--- src/rtl/paddle_controller.sv ---
// Paddle controller: synchronized and debounced buttons drive a saturating paddle x position on move ticks.
// Registered scan-pixel hit test. Defining PADDLE_ACCEL_EN doubles the step after 16 held ticks.

module paddle_controller #(
    parameter int unsigned DEBOUNCE_CYCLES = 500000,
    parameter int unsigned MOVE_DIV        = 250000,
    parameter int unsigned X_MIN           = 180,
    parameter int unsigned X_MAX           = 770,
    parameter int unsigned X_HOME          = 450,
    parameter int unsigned Y_POS           = 475,
    parameter int unsigned HALF_W          = 30,
    parameter int unsigned HALF_H          = 5
) (
    input  logic        clk,
    input  logic        rst,
    input  logic        btn_left,
    input  logic        btn_right,
    input  logic        game_active,
    input  logic [9:0]  hCount,
    input  logic [9:0]  vCount,
    output logic [9:0]  paddle_xpos,
    output logic [9:0]  paddle_ypos,
    output logic        paddle_on,
    output logic [11:0] paddle_pixel
);

    localparam int unsigned XW  = 10;
    localparam int unsigned AW  = 11;
    localparam int unsigned PW  = 12;
    localparam int unsigned DBW = (DEBOUNCE_CYCLES > 1) ? $clog2(DEBOUNCE_CYCLES) : 1;
    localparam int unsigned PSW = (MOVE_DIV > 1) ? $clog2(MOVE_DIV) : 1;

    localparam logic [AW-1:0] X_MIN_A  = AW'(X_MIN);
    localparam logic [AW-1:0] X_MAX_A  = AW'(X_MAX);
    localparam logic [AW-1:0] Y_POS_A  = AW'(Y_POS);
    localparam logic [AW-1:0] HALF_W_A = AW'(HALF_W);
    localparam logic [AW-1:0] HALF_H_A = AW'(HALF_H);
    localparam logic [PW-1:0] PIX_ON   = 12'hFFF;
    localparam logic [PW-1:0] PIX_OFF  = 12'h000;

    typedef enum logic [1:0] {
        IDLE   = 2'd0,
        MOVE_L = 2'd1,
        MOVE_R = 2'd2
    } state_t;

    // Button index 0 is left, 1 is right
    logic [1:0]           btn_raw_c;
    logic [1:0]           sync1_q;
    logic [1:0]           sync2_q;
    logic [1:0]           deb_q;
    logic [1:0]           deb_d;
    logic [1:0][DBW-1:0]  db_cnt_q;
    logic [1:0][DBW-1:0]  db_cnt_d;

    logic [PSW-1:0]       pre_q;
    logic [PSW-1:0]       pre_d;
    logic                 tick_c;

    state_t               state_q;
    state_t               state_d;
    state_t               want_c;
    logic [XW-1:0]        xpos_q;
    logic [XW-1:0]        xpos_d;
    logic [AW-1:0]        xpos_a;
    logic [AW-1:0]        step_c;

    logic [AW-1:0]        h_a;
    logic [AW-1:0]        v_a;
    logic                 on_c;
    logic                 on_q;
    logic [PW-1:0]        pixel_q;

    assign btn_raw_c = {btn_right, btn_left};

    // Debounce: level follows the synchronized input only after a full run of disagreeing cycles
    always_comb begin
        deb_d    = deb_q;
        db_cnt_d = db_cnt_q;
        for (int i = 0; i < 2; i++) begin
            if (sync2_q[i] == deb_q[i]) begin
                db_cnt_d[i] = '0;
            end else if (db_cnt_q[i] == DBW'(DEBOUNCE_CYCLES - 1)) begin
                deb_d[i]    = sync2_q[i];
                db_cnt_d[i] = '0;
            end else begin
                db_cnt_d[i] = db_cnt_q[i] + DBW'(1);
            end
        end
    end

    always_ff @(posedge clk or negedge rst) begin
        if (!rst) begin
            sync1_q  <= '0;
            sync2_q  <= '0;
            deb_q    <= '0;
            db_cnt_q <= '0;
        end else begin
            sync1_q  <= btn_raw_c;
            sync2_q  <= sync1_q;
            deb_q    <= deb_d;
            db_cnt_q <= db_cnt_d;
        end
    end

    // Move-tick prescaler
    assign tick_c = (pre_q == PSW'(MOVE_DIV - 1));
    assign pre_d  = tick_c ? '0 : pre_q + PSW'(1);

    always_ff @(posedge clk or negedge rst) begin
        if (!rst) begin
            pre_q <= '0;
        end else begin
            pre_q <= pre_d;
        end
    end

    always_comb begin
        case (deb_q)
            2'b01:   want_c = MOVE_L;
            2'b10:   want_c = MOVE_R;
            default: want_c = IDLE;
        endcase
    end

    assign xpos_a = {1'b0, xpos_q};

`ifdef PADDLE_ACCEL_EN
    localparam int unsigned HCW = 5;
    localparam logic [HCW-1:0] HOLD_MAX = 5'd31;
    localparam logic [HCW-1:0] ACCEL_AT = 5'd16;

    logic [HCW-1:0] hold_q;
    logic [HCW-1:0] hold_d;

    // Step doubles only while continuing in the same direction after enough held ticks
    assign step_c = ((want_c == state_q) && (hold_q >= ACCEL_AT)) ? AW'(2) : AW'(1);

    always_ff @(posedge clk or negedge rst) begin
        if (!rst) begin
            hold_q <= '0;
        end else begin
            hold_q <= hold_d;
        end
    end
`else
    assign step_c = AW'(1);
`endif

    always_ff @(posedge clk or negedge rst) begin
        if (!rst) begin
            state_q <= IDLE;
            xpos_q  <= XW'(X_HOME);
        end else begin
            state_q <= state_d;
            xpos_q  <= xpos_d;
        end
    end

    // Next state and saturating position update; the move decided on a tick is applied on that tick
    always_comb begin
        state_d = state_q;
        xpos_d  = xpos_q;
`ifdef PADDLE_ACCEL_EN
        hold_d  = hold_q;
`endif
        if (!game_active) begin
            state_d = IDLE;
`ifdef PADDLE_ACCEL_EN
            hold_d  = '0;
`endif
            if (tick_c) begin
                xpos_d = XW'(X_HOME);
            end
        end else if (tick_c) begin
            state_d = want_c;
`ifdef PADDLE_ACCEL_EN
            if (want_c == IDLE) begin
                hold_d = '0;
            end else if (want_c != state_q) begin
                hold_d = 5'd1;
            end else if (hold_q != HOLD_MAX) begin
                hold_d = hold_q + 5'd1;
            end
`endif
            case (want_c)
                MOVE_L: begin
                    if (xpos_a < X_MIN_A + step_c) begin
                        xpos_d = XW'(X_MIN);
                    end else begin
                        xpos_d = XW'(xpos_a - step_c);
                    end
                end
                MOVE_R: begin
                    if (xpos_a + step_c > X_MAX_A) begin
                        xpos_d = XW'(X_MAX);
                    end else begin
                        xpos_d = XW'(xpos_a + step_c);
                    end
                end
                default: ;
            endcase
        end
    end

    // Hit test in 11 bits so the box edges never wrap
    assign h_a  = {1'b0, hCount};
    assign v_a  = {1'b0, vCount};
    assign on_c = (h_a + HALF_W_A >= xpos_a) && (h_a <= xpos_a + HALF_W_A) &&
                  (v_a + HALF_H_A >= Y_POS_A) && (v_a <= Y_POS_A + HALF_H_A);

    always_ff @(posedge clk or negedge rst) begin
        if (!rst) begin
            on_q    <= 1'b0;
            pixel_q <= PIX_OFF;
        end else begin
            on_q    <= on_c;
            pixel_q <= on_c ? PIX_ON : PIX_OFF;
        end
    end

    assign paddle_xpos  = xpos_q;
    assign paddle_ypos  = XW'(Y_POS);
    assign paddle_on    = on_q;
    assign paddle_pixel = pixel_q;

endmodule

--- config.mk ---
export PLATFORM = sky130hd
export DESIGN_NAME = paddle_controller
export DESIGN_NICKNAME = d
export VERILOG_FILES = /design/src/rtl/paddle_controller.sv
export SDC_FILE = /design/constraint.sdc
export NUM_CORES = 1
export LEC_CHECK = 0
export ABC_AREA = 1
export BUFFER_PORTS_ARGS = -buffer_cell sky130_fd_sc_hd__buf_2
export CAP_MARGIN = 20
export CELL_PAD_IN_SITES_DETAIL_PLACEMENT = 1
export CELL_PAD_IN_SITES_GLOBAL_PLACEMENT = 1
export CORE_ASPECT_RATIO = 0.5
export CORE_UTILIZATION = 44
export DETAILED_ROUTE_END_ITERATION = 6
export GPL_ROUTABILITY_DRIVEN = 0
export PLACE_DENSITY = 0.82
export SYNTH_ARGS = -nofsm -noshare
export SYNTH_HDL_FRONTEND = slang
export SYNTH_SLANG_ARGS = --single-unit
--- constraint.sdc ---
create_clock -name clk -period 3.23 [get_ports clk]
set_clock_uncertainty 0.2 [all_clocks]
set_input_delay 0.323 -clock clk [delete_from_list [all_inputs] [get_ports clk]]
set_output_delay 0.323 -clock clk [all_outputs]
set_load 0.05 [all_outputs]
; ---- After elaboration in Yosys (flattened, before gate mapping)
; Index checks and enable logic that the tools add are counted.
[word_totals]
reg_bits = 85
latch_bits = 0
output_inout_bits = 33
rom_bits = 0
mem_bits_rw = 0
mem_count = 0
[op_classes]
n_addsub = 8
div = 0
eq_ne = 10
shifts = 0
mux = 13
order_cmp = 6
multipliers = 0
reduce_logical = 6
bitwise_logic = 2
[ops]
columns = cell, count
row1 = $mux W19, 4
row2 = $mux W10, 5
row3 = $add A19 B1 Y19 const B, 2
row4 = $eq A19 B19 Y1 const B, 2
row5 = $add A10 B5 Y11 const B, 2
row6 = $pmux W10 S2, 1
row7 = $add A18 B1 Y18 const B, 1
row8 = $eq A18 B18 Y1 const B, 1
row9 = $mux W18, 1
row10 = $mux W12, 1
row11 = $add A10 B1 Y11 const B, 1
row12 = $add A10 B3 Y11 const B, 1
row13 = $ge A11 B10 Y1, 1
row14 = $ge A11 B9 Y1 const B, 1
row15 = $gt A11 B10 Y1 const B, 1
row16 = $le A10 B11 Y1, 1
row17 = $le A10 B9 Y1 const B, 1
row18 = $lt A10 B8 Y1 const B, 1
row19 = $sub A10 B1 Y10 const B, 1
row20 = $reduce_and A2 Y1, 3
row21 = $eq A2 B1 Y1 const B, 2
row22 = $eq A2 B2 Y1 const B, 2
row23 = $pmux W2 S2, 1
row24 = $logic_and A1 B1 Y1, 3
row25 = 3 further kinds, 5

; ---- Logic depth before layout (Yosys ltp)
[depth]
depth_word = 6
depth_mapped = 15
mapped_depth_nobuf = 14

; ---- Worst setup path before layout
; No wires, ideal clock.
[synth_timing]
path_kind = reg2reg
start = register xpos_q[4] (netlist: paddle_xpos[4])
end = register pixel_q[10] (netlist: paddle_pixel[10])
setup_time_ns = 0.071
t_arrival_ns = 2.272
setup_slack_ns = 0.686
stages_incl_launch_ff = 14
path_cell_list = dfrtp_1 clkinv_1 nand2_1 nand2_1 xor2_1 ha_1 a21o_1 nor2_1 nand2_1 nand2_1 nand2_1 a21oi_1 nor2_1 nor2_1
[synth_between]
elab_chain_len = 6
word_cells_on_any_way = 7
classes_between = add/sub: 1 / order compare: 2 / mux: 1 / reduce/logical: 3
[synth_lines]
columns = item, line
row1 = "start, declared", 63  ; logic [XW-1:0] xpos_q;
row2 = "start signal, assigned", 153  ; xpos_q <= XW'(X_HOME);
row3 = "start signal, assigned", 156  ; xpos_q <= xpos_d;
row4 = $add A10 B5 Y11, 209  ; assign on_c = (h_a + HALF_W_A >= xpos_a) && (h_a <= xpos_a + HALF_W_A) &&
row5 = $le A10 B11 Y1, 209
row6 = $logic_and A1 B1 Y1 * (2 in a row), 209
row7 = $logic_and A1 B1 Y1 *, 210  ; (v_a + HALF_H_A >= Y_POS_A) && (v_a <= Y_POS_A + HALF_H_A);
row8 = net on_c, 70  ; logic on_c;
row9 = $mux W12 *, 218  ; pixel_q <= on_c ? PIX_ON : PIX_OFF;
row10 = "end signal, assigned", 218
row11 = "end, declared", 72  ; logic [PW-1:0] pixel_q;
; The timed path passes the listed nets; every way through them passes the cells marked *.
; A chain may end at the register's enable or synchronous reset.

; ---- Worst setup path after layout
[layout_timing]
start = register xpos_q[2] (netlist: paddle_xpos[2])
end = register pixel_q[10] (netlist: paddle_pixel[10])
; The elaborated chain is that of the path after synthesis.

==> flow_summary.ini <==
[outcome]
status = finished clean

[job]
maxCapViolCount = 0

[clock_network]
cts_max_level = 3
clockRootBuffer = clkbuf_16
cts-resized-gates = 0
clock-sinks = 73
cts_buffers = 9
clk_path_buf_depth = 2
path_clk_slew_ps = 60
cts_tree = yes
worstSkewPairLatency_ps = 340

[detailed_routing]
avgRoutedWirePerCell_um = 14.3
drt_iter0_drc = 227
routed_wl_um = 13800
drtAntennaViolNets = 0
vias = 4924
drc = 0
dr.pass1.iters = 4
vias_per_cell = 5.12

[global_routing]
top_usage_layer = met2
grt_use_met1_pct = 28.8
grtUsageMet3_pct = 4.70
grt_util_all_layers_pct = 23.6
grt_pass1_vias = 5119
antenna_found_initial = 0
grt_max_degree = 74
use_met2_pct = 42.9
grt_overflow_total = 0
grt_pass1_wl_um = 24200

[synth]
ys_seq_area_share_pct = 33.8
ys.flop_type = dfrtp_1
synth_edf_count = 0
syn_inst = 749
syn_avg_cell_area_um2 = 7.24
synth_seq_cells = 73
synth_area_um2 = 5430
synth.yosys.warnings = 0
async_flop_share_pct = 100
ys_types = 44

[placed_design]
dpl.hpwl_um = 10800
place_inst = 942
portBuffers = 47

[die]
start_util_pct = 45.5
dieHeight_um = 80.5
die_area_um2 = 12800
fp.dieW_um = 159
core_um2 = 11900
io_pins = 58
num_rows = 28

[final_layout]
layout-drive-gt1-share_pct = 13.4
syn_to_final_growth_pct = 11.3
fin_nets = 848
diodes = 0
layoutNonFillerInstCount = 961

[pwr]
p_leak_nw = 3.05
switchingPower_mw = 0.536
swShare_pct = 25.1
combinationalPowerShare_pct = 8.7
powerDensity_nw_per_um2 = 354
p_int_mw = 1.60
peakVddDrop_mv = 0.244
pwr-share-clk_pct = 47.7
p_seq_share_pct = 43.6

[timing]
max-slew-margin-rel_pct = 36.1
setup_viol = 0
rsz0062_at_grt = no
max_freq_mhz = 388
finalCritPeriodShare_pct = 79.7
tightestPinTransition_ps = 958
finalHoldViolCount = 0
fin_tns_setup_ps = 0
fin_crit_ps = 2570
drv_slew = 0

[setup_path]
critical_path_required_ps = 3260
critical_path_arrival_ps = 2610
crit_type = reg2reg
cp-start-kind = flop
crit_path_end_kind = flop
cp_max_fo = 9

[min_path]
hold_class = in2reg
==> power groups by stage <==
stage / sequential (mW) / clock [mW] / combinational (mW)
floorplan: 0.948 / 0 / 0.129
global placement: 0.949 / 0 / 0.178
detailed placement: 0.949 / 0 / 0.186
CTS: 0.933 / 1.05 / 0.190
global route: 0.934 / 1.09 / 0.214
finish: 0.933 / 1.02 / 0.187
==> final cells by class <==
cell class | count | area [µm²]
clock buffers | 10 | 239
clock inverters | 6 | 66.3
fillers | 1556 | 5870
inverters | 110 | 413
multi-input cells | 547 | 3020
flip-flops and latches | 73 | 1830
well taps | 165 | 206
repair buffers | 50 | 268
==> repair_timing <==
action                    CTS  global route
hold buffers                3             0
hold endpoints to repair   71             0
buffers inserted            0             0
==> metal layers <==
metal | routed length [µm] | share of wire (%)
met1 | 6500 | 47
met2 | 6770 | 49
met3 | 361 | 2.6
met4 | 152 | 1.1
met5 | 0 | 0
==> path summary, 6_finish.rpt <==
check                                            from                    endpoint  slack [ps]  cells after the start
setup / recovery           paddle_xpos[2]$_DFFE_PN0P_  paddle_pixel[10]$_DFF_PN0_         660                     14
hold / removal                            game_active  paddle_xpos[9]$_DFFE_PN0P_         110                      3
setup reg to reg           paddle_xpos[2]$_DFFE_PN0P_  paddle_pixel[10]$_DFF_PN0_         660                     14
hold reg to reg                  sync1_q[1]$_DFF_PN0_        sync2_q[1]$_DFF_PN0_         150                      0
max in group asynchronous                         rst         pre_q[13]$_DFF_PN0_        1720                      2
min in group asynchronous                         rst  paddle_pixel[10]$_DFF_PN0_         470                      2
==> cells in the mapped netlist (4+ instances only) <==
cell        n  share of area, %
o21ai_0    19               1.8
nor2_1     91               6.3
nand2_2     4              0.46
nand2_1   166                11
dfstp_2     4               1.9
nor2_2     11               1.3
dfrtp_1    69                32
or2_2       4              0.46
xor2_1     31               5.0
nand3_1    48               4.4
nand4_1    23               2.7
xnor2_1     8               1.3
inv_1     106               7.3
buf_4      24               3.3
nor3_1     22               2.0
ha_1       32               7.4
a21oi_1    33               3.0
a211oi_1    5              0.69
==> layout by cell type (no fill, tap or decap), types with 11 or more instances in the layout <==
master and n:
nand2_1 166, inv_1 106, nor2_1 91, dfrtp_1 69
nand3_1 48, buf_2 46, a21oi_1 33, ha_1 32
xor2_1 31, nand4_1 23, nor3_1 22, o21ai_0 19
nor2_2 11
==> per-stage QoR <==
stage / hold WS, ps / total power, mW / utilization (%) / area (µm²) / setup WS (ps)
CTS: 110 / 2.17 / 50.7 / 6040 / 651
global placement: 137 / 1.13 / 47.9 / 5700 / 824
detailed placement: 143 / 1.14 / 47.9 / 5700 / 645
finish: 112 / 2.14 / 50.7 / 6040 / 655
floorplan: -173 / 1.08 / - / 5460 / 686
global route: 153 / 2.24 / 50.7 / 6040 / 434
==> cell families after synthesis <==
| family | synth area share, % |
|---|---|
| AOI/OAI and AO/OA | 7.89 |
| xor gates and xnor gates | 6.30 |
| other | 0.138 |
| DFF | 33.8 |
| buffers and inverters | 11.2 |
| and+or+nand+nor | 32.9 |
| adders and majority gates | 7.38 |
| muxes | 0.415 |
==> flip-flops by register name (all words and copies together) (netlist names) <==
| signal | count |
|---|---|
| paddle_xpos | 10 |
| sync1_q | 2 |
| sync2_q | 2 |
| deb_q | 2 |
| paddle_pixel | 1 |
| db_cnt_q | 38 |
| pre_q | 18 |
==> critical path, stage by stage (launching register included) <==
cell and delay [ps]:
dfrtp_1 480, inv_1 210, ha_1 280, nand3_1 160
xor2_1 190, ha_1 280, nand2_1 80, nor2_1 140
nand2_1 70, nand2_1 70, nand2_1 50, nand2_1 60
a21oi_1 60, nor2_1 100, nor2_1 60
Note: power is estimated with default switching activity, not from simulation.
